===== src/rtl/uart_rx_pkg.sv =====
// Shared types and helpers for the UART receive engine.
package uart_rx_pkg;

   typedef enum logic [2:0] {
      ST_IDLE   = 3'd0,
      ST_START  = 3'd1,
      ST_DATA   = 3'd2,
      ST_PARITY = 3'd3,
      ST_STOP   = 3'd4
   } rx_state_t;

   // cfg_data_len encodings
   localparam logic [1:0] LEN_5 = 2'b00;
   localparam logic [1:0] LEN_6 = 2'b01;
   localparam logic [1:0] LEN_7 = 2'b10;
   localparam logic [1:0] LEN_8 = 2'b11;

   // Number of data bits carried by a frame for a given length code.
   function automatic logic [3:0] data_bits(input logic [1:0] len);
      case (len)
         LEN_5:   return 4'd5;
         LEN_6:   return 4'd6;
         LEN_7:   return 4'd7;
         default: return 4'd8;
      endcase
   endfunction

   // data_xor is the running XOR of the data bits; a mismatch against the
   // requested sense (odd/even) flags a parity error.
   function automatic logic parity_err_calc(input logic data_xor,
                                            input logic par_bit,
                                            input logic odd);
      return (data_xor ^ par_bit) != odd;
   endfunction

   // 2-of-3 vote.
   function automatic logic maj3(input logic a, input logic b, input logic c);
      return (a & b) | (a & c) | (b & c);
   endfunction

endpackage


===== src/rtl/dff.sv =====
// Shared parametrised register with asynchronous active-high reset.
module dff #(
   parameter int           W       = 1,
   parameter logic [W-1:0] RST_VAL = '0
) (
   input  logic         clk,
   input  logic         rst,
   input  logic [W-1:0] d,
   output logic [W-1:0] q
);

   // plain register, reset to RST_VAL
   always_ff @(posedge clk or posedge rst) begin
      if (rst) q <= RST_VAL;
      else     q <= d;
   end

endmodule


===== src/rtl/uart_rx_sync.sv =====
// Synchroniser for the asynchronous serial line plus falling-edge detect.
// All flops reset to 1 so a line that is idle at reset release never
// looks like a start edge.
module uart_rx_sync #(
   parameter int SYNC_STAGES = 2
) (
   input  logic pclk,
   input  logic preset,
   input  logic uart_rxd,
   output logic rxd_s,
   output logic rxd_fall
);

   logic [SYNC_STAGES-1:0] sync_q;
   logic                   rxd_d;

   // metastability chain and one-cycle-delayed copy for edge detect
   always_ff @(posedge pclk or posedge preset) begin
      if (preset) begin
         sync_q <= '1;
         rxd_d  <= 1'b1;
      end else begin
         sync_q <= {sync_q[SYNC_STAGES-2:0], uart_rxd};
         rxd_d  <= sync_q[SYNC_STAGES-1];
      end
   end

   assign rxd_s    = sync_q[SYNC_STAGES-1];
   assign rxd_fall = rxd_d & ~rxd_s;

endmodule


===== src/rtl/uart_rx_engine.sv =====
// UART receive engine: start validation, oversample timing, data shift,
// parity/stop checking and a valid/ready result handshake.
// Optional build macro UART_RX_MAJORITY_EN: every bit decision becomes a
// 2-of-3 vote over three consecutive oversample ticks.
//
// state     | meaning
// ----------+-----------------------------------------------------------
// ST_IDLE   | waiting for a synchronised high->low edge with rx_en high
// ST_START  | timing to mid start bit, reject false starts
// ST_DATA   | shifting in cfg_data_len+5 data bits, LSB first
// ST_PARITY | sampling the parity bit
// ST_STOP   | sampling one or two stop bits, result emitted on the last
module uart_rx_engine
   import uart_rx_pkg::*;
#(
   parameter int OVERSAMPLE  = 16,
   parameter int DATA_W      = 8,
   parameter int SYNC_STAGES = 2
) (
   input  logic              pclk,
   input  logic              preset,
   input  logic              rx_en,
   input  logic              uart_rxd,
   input  logic              baud_tick,
   input  logic [1:0]        cfg_data_len,
   input  logic              cfg_parity_en,
   input  logic              cfg_parity_odd,
   input  logic              cfg_stop2,
   output logic [DATA_W-1:0] rx_data,
   output logic              rx_valid,
   input  logic              rx_ready,
   output logic              parity_err,
   output logic              frame_err,
   output logic              overrun_err,
   output logic              rx_busy
);

   localparam int OS_W  = $clog2(OVERSAMPLE);
   localparam int BIT_W = (DATA_W > 1) ? $clog2(DATA_W) : 1;

   // With voting the decision lands one tick after the nominal sample
   // point. Only the start decision moves; later bits keep a full
   // OVERSAMPLE-tick period from it, so every decision is one tick later
   // than in the single-sample build without accumulating drift.
`ifdef UART_RX_MAJORITY_EN
   localparam int PT_SHIFT = 1;
`else
   localparam int PT_SHIFT = 0;
`endif
   localparam logic [OS_W-1:0] START_PT = OS_W'(OVERSAMPLE / 2 - 1 + PT_SHIFT);
   localparam logic [OS_W-1:0] BIT_PT   = OS_W'(OVERSAMPLE - 1);

   rx_state_t         state, state_nxt;
   logic [2:0]        state_raw;
   logic [OS_W-1:0]   os_cnt_q;
   logic [BIT_W-1:0]  bit_cnt_q;
   logic [BIT_W-1:0]  last_bit;
   logic              stop_cnt_q;
   logic [DATA_W-1:0] shift_q;
   logic              par_acc_q;
   logic              par_err_q;
   logic              frm_err_q;
   logic              frm_err_fin;
   logic [1:0]        len_q;
   logic              par_en_q;
   logic              par_odd_q;
   logic              stop2_q;
   logic              rxd_s;
   logic              rxd_fall;
   logic              bit_s;
   logic              tick_pt;
   logic              start_go;
   logic              frame_done;

   uart_rx_sync #(
      .SYNC_STAGES (SYNC_STAGES)
   ) u_sync (
      .pclk     (pclk),
      .preset   (preset),
      .uart_rxd (uart_rxd),
      .rxd_s    (rxd_s),
      .rxd_fall (rxd_fall)
   );

`ifdef UART_RX_MAJORITY_EN
   logic [1:0] vote_q;

   // history of the two previous tick samples for the 2-of-3 vote
   always_ff @(posedge pclk or posedge preset) begin
      if (preset)         vote_q <= 2'b11;
      else if (baud_tick) vote_q <= {vote_q[0], rxd_s};
   end

   assign bit_s = maj3(vote_q[1], vote_q[0], rxd_s);
`else
   assign bit_s = rxd_s;
`endif

   dff #(
      .W       (3),
      .RST_VAL (3'(ST_IDLE))
   ) u_state (
      .clk (pclk),
      .rst (preset),
      .d   (state_nxt),
      .q   (state_raw)
   );

   assign state       = rx_state_t'(state_raw);
   assign rx_busy     = (state != ST_IDLE);
   assign last_bit    = BIT_W'(data_bits(len_q) - 4'd1);
   assign tick_pt     = baud_tick &&
                        (os_cnt_q == ((state == ST_START) ? START_PT : BIT_PT));
   assign frm_err_fin = frm_err_q | ~bit_s;

   // next-state and frame-completion strobe
   always_comb begin
      state_nxt  = state;
      start_go   = 1'b0;
      frame_done = 1'b0;
      case (state)
         ST_IDLE: begin
            if (rxd_fall) begin
               state_nxt = ST_START;
               start_go  = 1'b1;
            end
         end
         ST_START: begin
            if (tick_pt) state_nxt = bit_s ? ST_IDLE : ST_DATA;
         end
         ST_DATA: begin
            if (tick_pt && (bit_cnt_q == last_bit))
               state_nxt = par_en_q ? ST_PARITY : ST_STOP;
         end
         ST_PARITY: begin
            if (tick_pt) state_nxt = ST_STOP;
         end
         ST_STOP: begin
            if (tick_pt && (!stop2_q || stop_cnt_q)) begin
               state_nxt  = ST_IDLE;
               frame_done = 1'b1;
            end
         end
         default: state_nxt = ST_IDLE;
      endcase
      if (!rx_en) begin
         state_nxt  = ST_IDLE;
         start_go   = 1'b0;
         frame_done = 1'b0;
      end
   end

   // oversample/bit counters, data shifter and per-frame status
   always_ff @(posedge pclk or posedge preset) begin
      if (preset) begin
         os_cnt_q   <= '0;
         bit_cnt_q  <= '0;
         stop_cnt_q <= 1'b0;
         shift_q    <= '0;
         par_acc_q  <= 1'b0;
         par_err_q  <= 1'b0;
         frm_err_q  <= 1'b0;
         len_q      <= LEN_5;
         par_en_q   <= 1'b0;
         par_odd_q  <= 1'b0;
         stop2_q    <= 1'b0;
      end else if (start_go) begin
         os_cnt_q   <= '0;
         bit_cnt_q  <= '0;
         stop_cnt_q <= 1'b0;
         shift_q    <= '0;
         par_acc_q  <= 1'b0;
         par_err_q  <= 1'b0;
         frm_err_q  <= 1'b0;
         len_q      <= cfg_data_len;
         par_en_q   <= cfg_parity_en;
         par_odd_q  <= cfg_parity_odd;
         stop2_q    <= cfg_stop2;
      end else if ((state != ST_IDLE) && baud_tick) begin
         if (tick_pt) os_cnt_q <= '0;
         else         os_cnt_q <= os_cnt_q + OS_W'(1);
         if (tick_pt) begin
            case (state)
               ST_START: bit_cnt_q <= '0;
               ST_DATA: begin
                  shift_q[bit_cnt_q] <= bit_s;
                  par_acc_q          <= par_acc_q ^ bit_s;
                  bit_cnt_q          <= bit_cnt_q + BIT_W'(1);
               end
               ST_PARITY: par_err_q <= parity_err_calc(par_acc_q, bit_s, par_odd_q);
               ST_STOP: begin
                  frm_err_q  <= frm_err_fin;
                  stop_cnt_q <= 1'b1;
               end
               default: ;
            endcase
         end
      end
   end

   // result handshake; a new result in the acceptance cycle wins, and a
   // result arriving while the old one is still unread is dropped
   always_ff @(posedge pclk or posedge preset) begin
      if (preset) begin
         rx_valid    <= 1'b0;
         rx_data     <= '0;
         parity_err  <= 1'b0;
         frame_err   <= 1'b0;
         overrun_err <= 1'b0;
      end else begin
         overrun_err <= 1'b0;
         if (frame_done && rx_valid && !rx_ready) begin
            overrun_err <= 1'b1;
         end else if (frame_done) begin
            rx_valid   <= 1'b1;
            rx_data    <= shift_q;
            parity_err <= par_err_q;
            frame_err  <= frm_err_fin;
         end else if (rx_valid && rx_ready) begin
            rx_valid   <= 1'b0;
            rx_data    <= '0;
            parity_err <= 1'b0;
            frame_err  <= 1'b0;
         end
      end
   end

endmodule


===== config.mk =====
export PLATFORM = sky130hd
export DESIGN_NAME = uart_rx_engine
export DESIGN_NICKNAME = d
export VERILOG_FILES = /design/src/rtl/uart_rx_pkg.sv /design/src/rtl/dff.sv /design/src/rtl/uart_rx_sync.sv /design/src/rtl/uart_rx_engine.sv
export SDC_FILE = /design/constraint.sdc
export NUM_CORES = 1
export LEC_CHECK = 0
export ABC_AREA = 0
export BUFFER_PORTS_ARGS = -buffer_cell sky130_fd_sc_hd__buf_2
export CAP_MARGIN = 20
export CORE_MARGIN = 3
export CORE_UTILIZATION = 55
export CTS_CLUSTER_SIZE = 30
export DETAILED_ROUTE_END_ITERATION = 8
export PLACE_DENSITY = 0.79
export SYNTH_ARGS = -nofsm -noshare
export SYNTH_HDL_FRONTEND = slang
export SYNTH_SLANG_ARGS = --single-unit
export TNS_END_PERCENT = 100

===== constraint.sdc =====
create_clock -name pclk -period 1.8 [get_ports pclk]
set_clock_uncertainty 0.05 [all_clocks]
set_input_delay 0.45 -clock pclk [delete_from_list [all_inputs] [get_ports pclk]]
set_output_delay 0.45 -clock pclk [all_outputs]
set_load 0.02 [all_outputs]

==> results.md, run 1 <==
* Max IR drop VDD at 0.000600 V
* TritonCTS Buffers at 5
* Compound-Gate Fraction of Synth Area at 14.2%
* Comb pwr share at 27.8%
* Largest net degree at the start of global routing at 43
* Mapped Nets at 215
* Routed wire per std cell at 15.6 um
* Worst relative slew slack at 71.1%
* CP arrival at 1.96 ns
* CTS root buf: clkbuf_8
* Internal Dissipation at 1.97 mW
* Routed WL at 4440 um
* Netlist cell types at 50
* Initial antenna violation count at 0
* HP Class: in -> async
* Post-synth ARST share at 100%
* Core area at 3720 sq um
* 1st-iter DRT viols at 123
* Fin crit share at 99.5%
* Largest cells by area after synthesis: dfrtp_1, mux2i_1, nand2_1, a22o_1, dfstp_2
* Post-synth EDFFs at 0
* Psw at 0.842 mW
* Finished Layout Cells at 284
* Initial core utilization at 58.2%
* Clk pwr share at 31.2%
* Mux cell area share after synthesis at 6.94%
* CTS sink count at 42
* Remaining Overflow, GRT at 0
* Switching Share at 29.9%
* Crit. End Element: register
* Most common cell after layout, fill and taps aside: dfrtp_1
* Fmax at 0.558 GHz
* Critical path class: reg -> reg
* CP Launch Type: register
* Area grow syn2layout at 20.3%
* Total GRT Usage at 19.8%
* Tmin final at 1.79 ns
* Outcome: completed
* Die height at 68.7 um
* Post-DP HPWL at 2960 um
* DRC at 0
* PwrDens at 1080 nW/um^2
* Worst Path Max Fanout at 3
* Synth top area share at 45.1%
* Global-route wire length before repair at 6840 um
* Placed cells at 274
* Final count of negative-setup-slack endpoints at 0
* Via count at 1625
* Synth Area in XOR/XNOR at 1.97%
* I/O pins at 24
* Final net count at 250
* Slew Limit Fails at 0
* CTS max path bufs at 2
* Leakage power total at 1.27 nW
* Die X at 68.7 um
* Clk_lat worst skew at 0.30 ns
* Simple-Gate Fraction of Synth Area at 22.3%
* DRT Pass-1 Iters at 4
* Ys Warns at 0
* Commonest non-fill, non-tap cells in the layout: dfrtp_1, nand2_1, buf_2, mux2i_1, buf_4
* Seq pwr share at 41.0%
* Hold Vio Cnt, Final at 0
* Post-route cell area at 2600 sq um
* Unrepaired setup endpoints after global routing: true
* CTS HTree Levels at 2
* Syn Area/Cell at 10.8 sq um
* Sequential cell area fraction in the yosys report at 48.7%
* Clock slew at reported path FFs at 0.08 ns
* Post-synth top area cell: dfrtp_1
* Die area at 4720 sq um
* Critical path required time at 1.97 ns
* Post-synth top flop: dfrtp_1
* Post-synthesis adder-cell area fraction at 2.31%
* Share of cells above drive strength 1 at 31.8%
* CTS tree: yes
* Cell row count at 22
* Routed Antenna Nets at 0
* Number of diodes at 0
* Port Buf Inserts at 23
* Worst Reg-to-Reg Cells at 6
* Vias/cell at 5.72
* Placed Instance Area at 2400 sq um
* Number of global-route vias before repair at 1538
* Maxcap violations at 0
* Routability congestion estimate at 0.853
* Cell Area, Synth at 2160 sq um
* Postcts setup bufs at 0
* Synth Register Bits at 42
* Actual slew at the worst max-slew pin at 0.432 ns
* Synth Instances at 200
* Largest family of logic cells by synthesized area: simple AND/OR/NAND/NOR gates
[worst max-delay path, stage by stage, from the launching register on]
cell and delay [ns]:
dfrtp_1 0.38, inv_2 0.09, ha_4 0.21, xnor2_2 0.14, mux2i_2 0.18, a2111oi_4 0.44
mux2i_1 0.22
[cell families after synthesis]
kind of cell | count (synthesis)
xor+xnor | 4
fa+ha+maj | 4
simple gates | 79
flops | 42
buf+inv | 17
compound gates | 39
mux | 15
[area by class of cell]
type                            count  area (sq um)
Fill cell                         301          1110
Multi-Input combinational cell    143          1090
Sequential cell                    42          1060
Timing Repair Buffer               37           233
Clock buffer                        5          68.8
Clock inverter                      3          68.8
Tap cell                           48          60.1
Inverter                            6          22.5
[power groups by stage]
stage | registers [mW] | clock network, mW | logic [mW]
4_1_cts | 1.15 | 0.895 | 0.721
5_1_grt | 1.17 | 0.950 | 0.885
3_5_place_dp | 1.16 | 0 | 0.705
6_report | 1.15 | 0.878 | 0.781
3_3_place_gp | 1.15 | 0 | 0.688
2_1_floorplan | 1.12 | 0 | 0.554
[final timing paths]
| kind | start | to | slack, ns |
|---|---|---|---|
| max in group asynchronous | preset | u_sync.rxd_d | 1.30 |
| worst max register to register | len_q[0] | u_state.q[1] | 0.009 |
| worst min-delay path | preset | par_acc_q | 0.15 |
| min in group pclk | uart_rxd | u_sync.sync_q[0] | 0.21 |
| worst max-delay path | len_q[0] | u_state.q[1] | 0.009 |
| worst min register to register | u_sync.sync_q[0] | u_sync.sync_q[1] | 0.31 |
[flip-flops by register name, summed over array words and instances, names as in the netlist, 2 cells and up]
signal	cells
len_q	2
u_sync.sync_q	2
shift_q	8
os_cnt_q	4
u_state.q	3
bit_cnt_q	3
rx_data	8
[timing repair]
| action | 4_1_cts | 5_1_grt |
|---|---|---|
| gates cloned | 0 | 2 |
| pin swaps | 0 | 3 |
| setup endpoints to repair | 1 | 16 |
| gates resized for setup | 3 | 11 |
| hold buffers | 0 | 0 |
[layer usage]
layer | up-vias | wire length, um | track usage (%)
met5 | - | 0 | 0
met4 | 0 | 99 | 9.25
met3 | 13 | 229 | 4.86
met2 | 43 | 2100 | 30.4
met1 | 781 | 2010 | 26.3
li1 | 788 | - | -
[synthesized netlist by cell type (all sizes together) (4+ instances only)]
library cell and number:
dfrtp 39, nor2b 4, o21ai 10, nand2 26, nor2 11, a21oi 5, a22o 11, nand3b 4
xnor2 4, nand3 6, nand2b 5, ha 4, buf 8, inv 5, mux2i 15
[metrics by stage]
step / power (mW) / setup TNS (ns) / utilization, % / worst slack (ns) / hold WS (ns)
after floorplan: 1.68 / 0 / - / 0.136 / 0.295
after global placement: 1.84 / 0 / 64.6 / 0.0368 / 0.296
after detailed placement: 1.86 / 0 / 64.6 / 0.00762 / 0.306
after CTS: 2.76 / 0 / 68.7 / 0.0175 / 0.152
after global routing: 3.00 / -0.216 / 70.1 / -0.0881 / 0.150
final: 2.81 / 0 / 70.1 / 0.00854 / 0.149
No activity file was read; power rests on OpenSTA's default activity.
==> run 2, diff against run 1 <==
- ABC_AREA: 0 -> 1
==> run 2 against run 1 <==
- wire length is 0.99% lower
- synthesized area is 3.3% lower
- count of clock-buffer cells in the layout stayed put
- sequential power is 18% higher
- combinational power is 50% higher
- power is 12% higher
- largest power group unchanged
==> results.md, run 2 <==
* Largest cells by area after synthesis: dfrtp_1, nand2_1, nand3_1, inv_1, o21ai_0
* Area grow syn2layout at 21.7%
* Largest net degree at the start of global routing at 43
* Number of global-route vias before repair at 1658
* HP Class: in -> async
* Cell row count at 21
* Sequential cell area fraction in the yosys report at 50.4%
* Die area at 4580 sq um
* Post-synth top area cell: dfrtp_1
* Critical path required time at 1.30 ns
* Leakage power total at 1.24 nW
* Most common cell in the netlist: nand2_1
* Max IR drop VDD at 0.000622 V
* Outcome: completed
* Crit path largest cell delay at 0.45 ns
* CTS tree: yes
* Fmax at 0.571 GHz
* Share of cells above drive strength 1 at 27.6%
* Number of diodes at 0
* CP arrival at 1.25 ns
* Initial antenna violation count at 0
* 1st-iter DRT viols at 68
* Netlist cell types at 31
* Clk_lat worst skew at 0.30 ns
* Largest regs: rx_data: 8 flops, shift_q: 8 flops, os_cnt_q: 4 flops
* Routed WL at 4390 um
* Synth Instances at 248
* DRT Pass-1 Iters at 4
* Worst relative slew slack at 76.7%
* Routed Antenna Nets at 0
* CTS Hold Bufs at 0
* Commonest non-fill, non-tap cells in the layout: nand2_1, dfrtp_1, inv_1, nand3_1, buf_2
* TritonCTS Buffers at 5
* I/O pins at 24
* Die X at 67.7 um
* Core area at 3490 sq um
* CTS root buf: clkbuf_8
* Post-synth ARST share at 100%
* Most common cell after layout, fill and taps aside: nand2_1
* Synth top area share at 46.6%
* Ys Warns at 0
* Post-synth EDFFs at 0
* Initial core utilization at 59.9%
* CTS HTree Levels at 2
* Synth Register Bits at 42
* Via count at 1830
* Mapped Nets at 263
* Top cells by instance count after synthesis: nand2_1, dfrtp_1, inv_1
* Reg-to-Reg End: rx_data[5]
* Remaining Overflow, GRT at 0
* CTS sink count at 42
* Slowest-stage cell, CP: dfrtp_2
* Slew Limit Fails at 0
* Clock slew at reported path FFs at 0.09 ns
* Post-synth top flop: dfrtp_1
* Crit. End Element: output port
* Global-route wire length before repair at 7280 um
* CTS max path bufs at 2
* Critical path class: reg -> out
* Worst Reg-to-Reg Cells at 8
* Worst Path Max Fanout at 5
* CP Launch Type: register
* Finished Layout Cells at 339
* Routed wire per std cell at 13.0 um
* Die height at 67.7 um
* Hold Vio Cnt, Final at 0
* Post-DP HPWL at 3210 um
* Reg2Reg Setup Slack at 0.12 ns
* Port Buf Inserts at 23
* PwrDens at 1240 nW/um^2
* Placed cells at 327
* Fill count at 277
* Syn Area/Cell at 8.44 sq um
* Final count of negative-setup-slack endpoints at 0
* Tmin final at 1.75 ns
* Cell Area, Synth at 2090 sq um
* Actual slew at the worst max-slew pin at 0.346 ns
* Reg-to-Reg Start: os_cnt_q[0]
* Maxcap violations at 0
* Total GRT Usage at 21.3%
* Routability congestion estimate at 0.879
* Final Core Density at 72.9%
* Final net count at 307
* Critical path, cell by cell: nor2_4, nand2_2, buf_4, buf_2
* DRC at 0
* Vias/cell at 5.40
* Fin crit share at 97.3%
## run 2: how the worst max path moves through the flow
stage | slack [ns] | startpoint | end | depth (start not counted)
CTS | 0.02 | u_state.q[1] | rx_busy | 4
finish | 0.05 | u_state.q[1] | rx_busy | 4
global route | -0.002 | u_state.q[1] | shift_q[3] | 10
detailed placement | 0.04 | u_state.q[1] | rx_data[5] | 9
global placement | 0.07 | u_state.q[1] | parity_err | 9
floorplan | 0.09 | u_state.q[1] | shift_q[1] | 9
## run 2: cell families (layout without fill, tap and decap cells)
kind of cell	Yosys count	after routing	synth area share, %
and+or+nand+nor	112	112	25.0
AOI/OAI and AO/OA	52	52	14.3
DFF	42	42	50.4
buffers and inverters	36	81	7.05
adders and majority gates	4	4	2.39
xor gates and xnor gates	2	2	0.837
## run 2: per-layer routing
| layer | global-route usage (%) | vias to the layer above | part of all wire [%] |
|---|---|---|---|
| met2 | 36.7 | 37 | 50 |
| met1 | 25.8 | 867 | 44 |
| met4 | 8.86 | 0 | 1.8 |
| li1 | - | 918 | - |
| met5 | 0 | - | 0 |
| met3 | 4.33 | 8 | 4.3 |
## run 2: power by group
| group | switching, mW | internal (mW) | total, mW |
|---|---|---|---|
| Sequential | 0.188 | 1.17 | 1.36 |
| Clock | 0.339 | 0.277 | 0.616 |
| Combinational | 0.740 | 0.435 | 1.17 |
## run 2: worst max-delay path: cells and delay by family, from the launching register on
| family | cells | cell delay [ns] |
|---|---|---|
| flops | 1 | 0.45 |
| buf+inv | 2 | 0.31 |
| simple gates | 2 | 0.20 |
## run 2: timing repair
item | 4_1_cts | 5_1_grt
setup endpoints to repair | 0 | 20
gates resized for setup | 0 | 17
buffers inserted | 0 | 4
hold endpoints to repair | 0 | 0
## run 2: area by class of cell
type                            count  area (sq um)  area share (%)
Sequential cell                    42          1060            41.5
Multi-Input combinational cell    170           943            37.0
Timing Repair Buffer               42           278            10.9
Inverter                           31           119            4.67
Clock buffer                        5          68.8            2.70
Tap cell                           46          57.6            2.26
Clock inverter                      3          23.8           0.933
## run 2: through the flow
step           total power, mW  setup slack [ns]  hold slack [ns]  setup TNS, ns  area (sq um)
5_1_grt                   3.41          -0.00151            0.164       -0.00151          2550
3_5_place_dp              2.45            0.0384            0.297              0          2360
3_3_place_gp              2.42            0.0743            0.296              0          2360
2_1_floorplan             2.13            0.0902            0.295              0          2090
4_1_cts                   3.07            0.0200            0.154              0          2450
6_report                  3.15            0.0480            0.145              0          2550
